[config.mk]
export PLATFORM = sky130hd
export DESIGN_NAME = viterbi_acs_scheduler
export DESIGN_NICKNAME = d
export VERILOG_FILES = /design/src/rtl/viterbi_acs_scheduler.sv
export SDC_FILE = /design/constraint.sdc
export NUM_CORES = 1
export LEC_CHECK = 0
export CAP_MARGIN = 10
export CORE_ASPECT_RATIO = 0.7
export CORE_UTILIZATION = 32
export CTS_BUF_LIST = sky130_fd_sc_hd__clkbuf_8
export DETAILED_ROUTE_END_ITERATION = 6
export PLACE_DENSITY_LB_ADDON = 0.05
export REMOVE_ABC_BUFFERS = 1
export SYNTH_ARGS = -nofsm -noshare
export SYNTH_HDL_FRONTEND = slang
export SYNTH_SLANG_ARGS = --single-unit
[constraint.sdc]
create_clock -name clk -period 3.82 [get_ports clk]
set_clock_uncertainty 0.05 [all_clocks]
set_input_delay 0.764 -clock clk [delete_from_list [all_inputs] [get_ports clk]]
set_output_delay 0.764 -clock clk [all_outputs]
set_load 0.02 [all_outputs]
[src/rtl/viterbi_acs_scheduler.sv]
// Viterbi add-compare-select scheduler for one trellis step.
// Each current tag gets a scan over every previous tag. The scan accumulates
// prev_score + trans_p with saturation and keeps the minimum and its back-pointer.
// The winner of each scan is emitted as a one-cycle result strobe.
module viterbi_acs_scheduler #(
    parameter int POS_num     = 11,
    parameter int POS_num_bit = 4,
    parameter int p_size      = 32
) (
    input  logic                   clk,
    input  logic                   rst,
    input  logic                   start,
    input  logic                   hold,
    output logic [POS_num_bit-1:0] previous_POS,
    output logic [POS_num_bit-1:0] current_POS,
    input  logic [p_size-1:0]      trans_p,
    input  logic [p_size-1:0]      prev_score,
    output logic                   res_valid,
    output logic [POS_num_bit-1:0] res_cur,
    output logic [p_size-1:0]      res_score,
    output logic [POS_num_bit-1:0] res_bp,
    output logic                   busy,
    output logic                   done
);

    typedef enum logic [1:0] {
        S_IDLE = 2'd0,
        S_SCAN = 2'd1,
        S_EMIT = 2'd2,
        S_DONE = 2'd3
    } state_t;

    localparam logic [POS_num_bit-1:0] LAST_IDX = POS_num_bit'(POS_num - 1);
    localparam logic [POS_num_bit-1:0] ONE_IDX  = POS_num_bit'(1);

    state_t                 state_q;
    logic [POS_num_bit-1:0] prev_q;
    logic [POS_num_bit-1:0] cur_q;
    logic [p_size-1:0]      best_score_q;
    logic [POS_num_bit-1:0] best_bp_q;
    logic                   res_valid_q;
    logic [POS_num_bit-1:0] res_cur_q;
    logic [p_size-1:0]      res_score_q;
    logic [POS_num_bit-1:0] res_bp_q;
    logic                   busy_q;
    logic                   done_q;

    logic [p_size:0]        sum_wide;
    logic [p_size-1:0]      sum_sat;
    logic [p_size-1:0]      best_score_d;
    logic [POS_num_bit-1:0] best_bp_d;

    // Add-compare-select: saturating sum and the candidate best for this prev index.
    always_comb begin
        // NOTE: every signal gets a default before any branch, so no path can infer a latch.
        best_score_d = best_score_q;
        best_bp_d    = best_bp_q;
        sum_wide     = {1'b0, prev_score} + {1'b0, trans_p};
        sum_sat      = sum_wide[p_size] ? {p_size{1'b1}} : sum_wide[p_size-1:0];
        if (prev_q == '0) begin
            // The first candidate of a scan always seeds the running minimum.
            best_score_d = sum_sat;
            best_bp_d    = '0;
        end else if (sum_sat < best_score_q) begin
            // A strict compare lets ties keep the lower previous index.
            best_score_d = sum_sat;
            best_bp_d    = prev_q;
        end
    end

    // Step sequencer with counters, best registers and registered result outputs.
    always_ff @(posedge clk or posedge rst) begin
        if (rst) begin
            state_q      <= S_IDLE;
            prev_q       <= '0;
            cur_q        <= '0;
            best_score_q <= '0;
            best_bp_q    <= '0;
            res_valid_q  <= 1'b0;
            res_cur_q    <= '0;
            res_score_q  <= '0;
            res_bp_q     <= '0;
            busy_q       <= 1'b0;
            done_q       <= 1'b0;
        end else begin
            // NOTE: non-blocking assignments, so every branch sees pre-edge register values.
            res_valid_q <= 1'b0;
            done_q      <= 1'b0;
            case (state_q)
                S_IDLE: begin
                    if (start) begin
                        prev_q  <= '0;
                        cur_q   <= '0;
                        busy_q  <= 1'b1;
                        state_q <= S_SCAN;
                    end
                end
                S_SCAN: begin
                    // While hold is high, the lookup data is not available, so everything freezes.
                    if (!hold) begin
                        best_score_q <= best_score_d;
                        best_bp_q    <= best_bp_d;
                        if (prev_q == LAST_IDX) begin
                            // The last candidate is folded in, so its winner goes straight to the outputs.
                            res_valid_q <= 1'b1;
                            res_cur_q   <= cur_q;
                            res_score_q <= best_score_d;
                            res_bp_q    <= best_bp_d;
                            state_q     <= S_EMIT;
                        end else begin
                            prev_q <= prev_q + ONE_IDX;
                        end
                    end
                end
                S_EMIT: begin
                    // hold is ignored here; the result strobe never stretches.
                    if (cur_q == LAST_IDX) begin
                        done_q  <= 1'b1;
                        state_q <= S_DONE;
                    end else begin
                        cur_q   <= cur_q + ONE_IDX;
                        prev_q  <= '0;
                        state_q <= S_SCAN;
                    end
                end
                S_DONE: begin
                    busy_q  <= 1'b0;
                    state_q <= S_IDLE;
                end
                default: begin
                    busy_q  <= 1'b0;
                    state_q <= S_IDLE;
                end
            endcase
        end
    end

    // Addresses follow the counters; outside SCAN the counters are idle, so the addresses hold.
    assign previous_POS = prev_q;
    assign current_POS  = cur_q;
    assign res_valid    = res_valid_q;
    assign res_cur      = res_cur_q;
    assign res_score    = res_score_q;
    assign res_bp       = res_bp_q;
    assign busy         = busy_q;
    assign done         = done_q;

endmodule

==> impl_metrics.ini, run 1 <==
[sta]
slew_headroom_pct = 43.15
worstMarginPinSlew_ps = 851.7
slew_viol_final = 0
finalSetupViolCount = 72
setup_slack_ps = -1455
whs_ps = 437.0
rsz0062_at_grt = true
hold_violations = 0
min_period_ps = 5275
period_share_pct = 138.1
max_freq_mhz = 189.6

[setup_path]
worstPathArrival_ps = 5490
startpoint = trans_p[7]
path_common_cell = buf_6
worstSetupPathType = input port to flip-flop
critical_path_depth = 25
worstSetupStartpointType = input port
worst_r2r_startpoint = best_score_q[5]
cp-endpoint = best_score_q[0]
regToRegEndpoint = best_score_q[0]
critPathMaxStageDelay_ps = 470
required_ps = 4040
path_buf_inv = 7
worstPathMaxFanout = 4
critPathTopFamily = compound AO/OA/AOI/OAI gates
reg2regPathDepth = 13
cpMaxStageDelayCell = clkdlybuf4s50_1
critPathCaptureType = flip-flop
r2r_slack_ps = 710

[logic_synthesis]
synthCells = 768
seq_area_frac_synth_pct = 34.68
synth_top_area_share_pct = 34.68
ys.flop_type = dfrtp_1
synth_cell_types = 61
yosysWarnings = 0
ys_ff_latch = 89
synth_enable_flop_cells = 0
synth_area_um2 = 6421
avgSynthCellArea_um2 = 8.361
synth_area_leaders = dfrtp_1 35%, ha_1 13%, nand2_1 7.4%, a21oi_1 4.3%, o311ai_0 3.7%
synth.largest_area_cell = dfrtp_1
synthArstFlopShare_pct = 100.0

[global_route]
gr-usage-all-layers_pct = 20.79
overflow = 0
grt_pass1_wl_um = 33690
grt_max_degree = 72
grt_pass1_vias = 6561
antenna_found_initial = 0

[floorplanning]
die_x_um = 171.3
ioPinCount = 119
rows = 42
core_um2 = 19290
start_util_pct = 33.29
die_area_um2 = 20650
die_h_um = 120.5

[placed_design]
placed_area_um2 = 8997
dp.cells = 1270
place.gp.congestion = 0.8662
hpwl_um = 14920
port_buffers = 118

[clock_network]
ctsHoldBuffers = 0
path_clk_slew_ps = 90
clockBufferDepth = 2
tritoncts = yes
cts_sinks = 89
cts-buffers-inserted = 9
worstSkewPairLatency_ps = 380
cts-htree-levels = 3
root_buffer = clkbuf_8

[final_layout]
drive_gt1_share_pct = 31.81
antenna_cells = 0
fillers = 1785
postLayoutCoreUtil_pct = 53.70
final_cell_count_no_fill = 1317
post-route-cell-area_um2 = 10360
final_nets = 1187
seq_area_um2 = 2227
area_growth_pct = 61.28
multi_input_area_um2 = 4587

[pwr]
cellPowerDensity_nw_per_um2 = 659.3
ir_drop_mv = 0.3653
leakage_nw = 4.687

[min_path]
holdCritPathClass = flip-flop to flip-flop

[drt]
ant_nets = 0
vias_per_cell = 5.036
wl_per_cell_um = 15.97
postRouteWirelength_um = 21040
dr.pass1.iters = 5
initialDrtViolationCount = 411
vias = 6632
drc = 0

[run_status]
violations = setup timing
outcome = finished with violations

[run]
cap_violations = 0
[stage by stage]
step	worst slack, ps	setup TNS (ps)	total power [W]
after global placement	-2503	-173970	0.004994
after detailed placement	-2590	-179630	0.005061
after CTS	-1471	-99270	0.006388
after floorplan	-2859	-177860	0.003463
after global routing	-1676	-112280	0.007325
final	-1455	-98420	0.006828
[synthesized netlist by cell type, types with 4 or more instances]
library cell,instances
nand2_1,127
dfrtp_1,89
ha_1,68
a21oi_1,55
inv_1,49
o21ai_0,47
nand3_1,37
nor2_1,34
o21ai_1,27
o311ai_0,27
clkbuf_1,23
a21o_1,15
nor3_1,11
o211ai_1,10
xor2_1,9
o21bai_1,8
or2_2,8
xnor2_1,8
buf_2,7
nand2b_1,7
nand4_1,7
and2_1,6
mux2i_1,6
nor4_1,6
o21a_1,6
a31oi_1,5
o31a_1,5
or3_1,5
a211o_1,4
buf_4,4
[routing by layer]
layer,routed length [um],global-route usage [%]
met2,9049,31.40
met3,960,3.568
met4,150,3.516
met1,10880,31.08
met5,0,0
[registers in the layout, indices dropped and copies added (netlist names), 2 cells and up]
register	cells
best_score_q	32
res_score	32
best_bp_q	4
current_POS	4
previous_POS	4
res_bp	4
res_cur	4
state_q	2
[logic make-up (layout without fill, tap and decap cells)]
group / count (synthesis) / count (layout) / share of synthesized area [%]
and+or+nand+nor: 265 / 265 / 19.12
AOI/OAI and AO/OA: 234 / 234 / 23.75
DFF: 89 / 89 / 34.68
buffers and inverters: 87 / 372 / 5.456
adders and majority gates: 69 / 69 / 13.56
xor gates and xnor gates: 17 / 17 / 2.319
muxes: 7 / 7 / 1.111
[worst min-delay path by stage]
| stage | startpoint | endpoint | slack, ps | depth (start not counted) |
|---|---|---|---|---|
| 6_report | res_bp[3] | res_bp[3] | 440 | 2 |
| 3_3_place_gp | res_bp[3] | res_bp[3] | 410 | 2 |
| 5_1_grt | res_bp[3] | res_bp[3] | 480 | 2 |
| 3_5_place_dp | res_bp[3] | res_bp[3] | 420 | 2 |
| 2_1_floorplan | best_bp_q[3] | best_bp_q[3] | 400 | 1 |
| 4_1_cts | res_bp[3] | res_bp[3] | 440 | 2 |
[power breakdown]
| part | internal, W | switching, W | leakage (nW) |
|---|---|---|---|
| Sequential | 0.00136 | 0.000277 | 1.08 |
| Combinational | 0.00224 | 0.00238 | 3.52 |
| Clock | 0.000224 | 0.000344 | 0.0796 |
[cell type report]
type / count / share of cell area [%]
Clock buffer: 9 / 1.196
Clock inverter: 5 / 0.2658
Inverter: 51 / 1.861
Multi-Input combinational cell: 592 / 44.29
Sequential cell: 89 / 21.51
Tap cell: 264 / 3.190
Timing Repair Buffer: 307 / 27.69
[worst min-delay path: cells and delay by family, from the launching register on]
kind | cells | cell delay, ps
DFF | 1 | 350
and+or+nand+nor | 2 | 110
[cells in the final DEF (no fill, tap or decap), drive strengths merged, types with 12 or more instances in the layout]
master         instances
buf                  191
nand2                127
clkdlybuf4s50        102
dfrtp                 89
o21ai                 74
ha                    68
a21oi                 55
inv                   50
nand3                 38
nor2                  34
o311ai                27
a21o                  15
clkbuf                12
[what timing repair did]
action                                 in CTS  in global routing
pin swaps                                  35                 41
buffers inserted                           22                  5
endpoints found under the hold margin       0                  0
gates cloned                                7                  2
setup endpoints to repair                  72                 72
gates resized for setup                   138                106
Note: power is estimated with default switching activity, not from simulation.
==> inputs of run 2 (changes only) <==
- ABC_AREA: default -> 1
- DONT_BUFFER_PORTS: default -> 1
==> run 2 against run 1 <==
The flow still finishes with violations (setup timing); sequential power grew 7%; die area grew 9.0%; highest routed layer unchanged; power shrank 9.3%; clock power grew 21%; register-to-register slack gained 660 ps; final area shrank 9.4%; critical endpoint is now res_score[30]; sequential share of layout area grew 2.2 points; hold slack lost 160 ps; synthesized cell count grew 32%; first-iteration DRC count shrank 32%.
==> impl_metrics.ini, run 2 <==
[sta]
worstMarginPinSlew_ps = 860.9
slew_viol_final = 0
min_period_ps = 4026
slew_headroom_pct = 42.52
whs_ps = 281.8
finalSetupViolCount = 72
hold_violations = 0
tns_ps = -12200
max_freq_mhz = 248.4
rsz0062_at_grt = true
setup_slack_ps = -206.3
period_share_pct = 105.4

[setup_path]
worstPathMaxFanout = 6
required_ps = 4030
reg2regPathDepth = 8
worstSetupStartpointType = input port
critPathMaxStageDelay_ps = 370
r2r_slack_ps = 1370
cpMaxStageDelayCell = fa_2
worstPathArrival_ps = 4240
worstSetupPathType = input port to flip-flop
critPathCaptureType = flip-flop

[logic_synthesis]
synth_area_leaders = dfrtp_1 32%, nand2_1 17%, ha_1 12%, inv_1 7.8%, nand3_1 7.0%
yosysWarnings = 0
synthCells = 1016
avgSynthCellArea_um2 = 6.898
synth_area_um2 = 7008
ys_ff_latch = 89
synth_common_cells = 324 x nand2_1, 145 x inv_1, 98 x nand3_1
synth_enable_flop_cells = 0
synth.most_common_cell = nand2_1
synth_top_area_share_pct = 31.78
synth_cell_types = 41
synth.largest_area_cell = dfrtp_1
seq_area_frac_synth_pct = 31.78
synthArstFlopShare_pct = 100.0
ys.flop_type = dfrtp_1

[global_route]
grt_pass1_wl_um = 34020
antenna_found_initial = 0
overflow = 0
gr-usage-all-layers_pct = 19.29
grt_pass1_vias = 6571
grt_max_degree = 45

[final_layout]
antenna_cells = 0
final_cell_mix = 281 x nand2_1, 171 x buf_4, 142 x inv_1
final_common_cell = nand2_1
final_nets = 1318
final_cell_count_no_fill = 1462
postLayoutCoreUtil_pct = 44.50
drive_gt1_share_pct = 29.26
area_growth_pct = 33.89

[drt]
postRouteWirelength_um = 20960
vias = 6716
wl_per_cell_um = 14.33
dr.pass1.iters = 5
ant_nets = 0
wl_met1_um = 11040
met3_length_um = 834
drc = 0
maxUsedRoutingLayer = met4
vias_per_cell = 4.594
dr_wl_met2_um = 8993
initialDrtViolationCount = 280

[min_path]
holdCritPathClass = input port to asynchronous set/reset pin

[clock_network]
ctsHoldBuffers = 0
cts_sinks = 89
path_clk_slew_ps = 100
clockBufferDepth = 2
tritoncts = yes
cts-buffers-inserted = 9
root_buffer = clkbuf_8
cts-htree-levels = 3
worstSkewPairLatency_ps = 380

[pwr]
cellPowerDensity_nw_per_um2 = 660.4
ir_drop_mv = 0.3800
power_w = 0.006196
leakage_nw = 5.087

[floorplanning]
die_area_um2 = 22510
rows = 44
die_x_um = 178.9
ioPinCount = 119
start_util_pct = 33.24
core_um2 = 21090
die_h_um = 125.8

[run]
cap_violations = 0

[placed_design]
place.gp.congestion = 0.8091
dp.cells = 1426
port_buffers = 0
hpwl_um = 15290

[run_status]
violations = setup timing
outcome = finished with violations
run 2: report_power, final:
group          leakage, nW  internal [W]  switching [W]  total, W
clock network       0.0938      0.000308       0.000380  0.000688
logic                 3.86       0.00154        0.00222   0.00376
registers             1.13       0.00130       0.000448   0.00175
run 2: what timing repair did:
| action | CTS | global route |
|---|---|---|
| gates resized for setup | 96 | 45 |
| gates cloned | 2 | 0 |
| buffers inserted | 12 | 6 |
| setup endpoints to repair | 72 | 72 |
| pin swaps | 34 | 21 |
run 2: through the flow:
stage	setup slack, ps	cell area [um2]
3_3_place_gp	-888.1	8426
4_1_cts	-200.3	9126
3_5_place_dp	-1044	8426
2_1_floorplan	-1131	6837
6_report	-206.3	9383
5_1_grt	-512.0	9383
run 2: cell type report:
cell class              count  area (um2)
clock buffers               9       123.9
clock inverters             7       77.57
fillers                  2264       11700
inverters                 152       573.1
multi-input cells         750        4599
flip-flops and latches     89        2227
well taps                 276       345.3
repair buffers            179        1436
run 2: path summary, 6_finish.rpt:
kind	start	endpoint
max in group asynchronous	rst	best_score_q[28]
min	rst	res_score[12]
min reg2reg	best_score_q[29]	best_score_q[29]
max	trans_p[0]	res_score[30]
max reg2reg	state_q[0]	res_bp[0]
min in group clk	best_score_q[29]	best_score_q[29]
run 2: routing by layer:
metal  global-route usage, %  vias up
li1                        -     3581
met1                   28.75     3027
met2                   29.55      100
met3                   3.593        8
met4                   1.944        0
met5                       0        -
run 2: cell families (layout without fill, tap and decap cells):
kind of cell	count (synthesis)	after routing	synth area share (%)
buffers and inverters	177	347	10.59
adders and majority gates	69	69	12.43
DFF	89	89	31.78
and+or+nand+nor	566	566	35.78
xor gates and xnor gates	8	8	0.9999
AOI/OAI and AO/OA	107	107	8.427
run 2: critical path, delay by kind of cell:
family / cells / cell delay, ps
buffers and inverters: 4 / 520
AND/OR/NAND/NOR: 20 / 1700
adder cells (fa/ha/maj): 3 / 770
AO/OA/AOI/OAI: 4 / 480
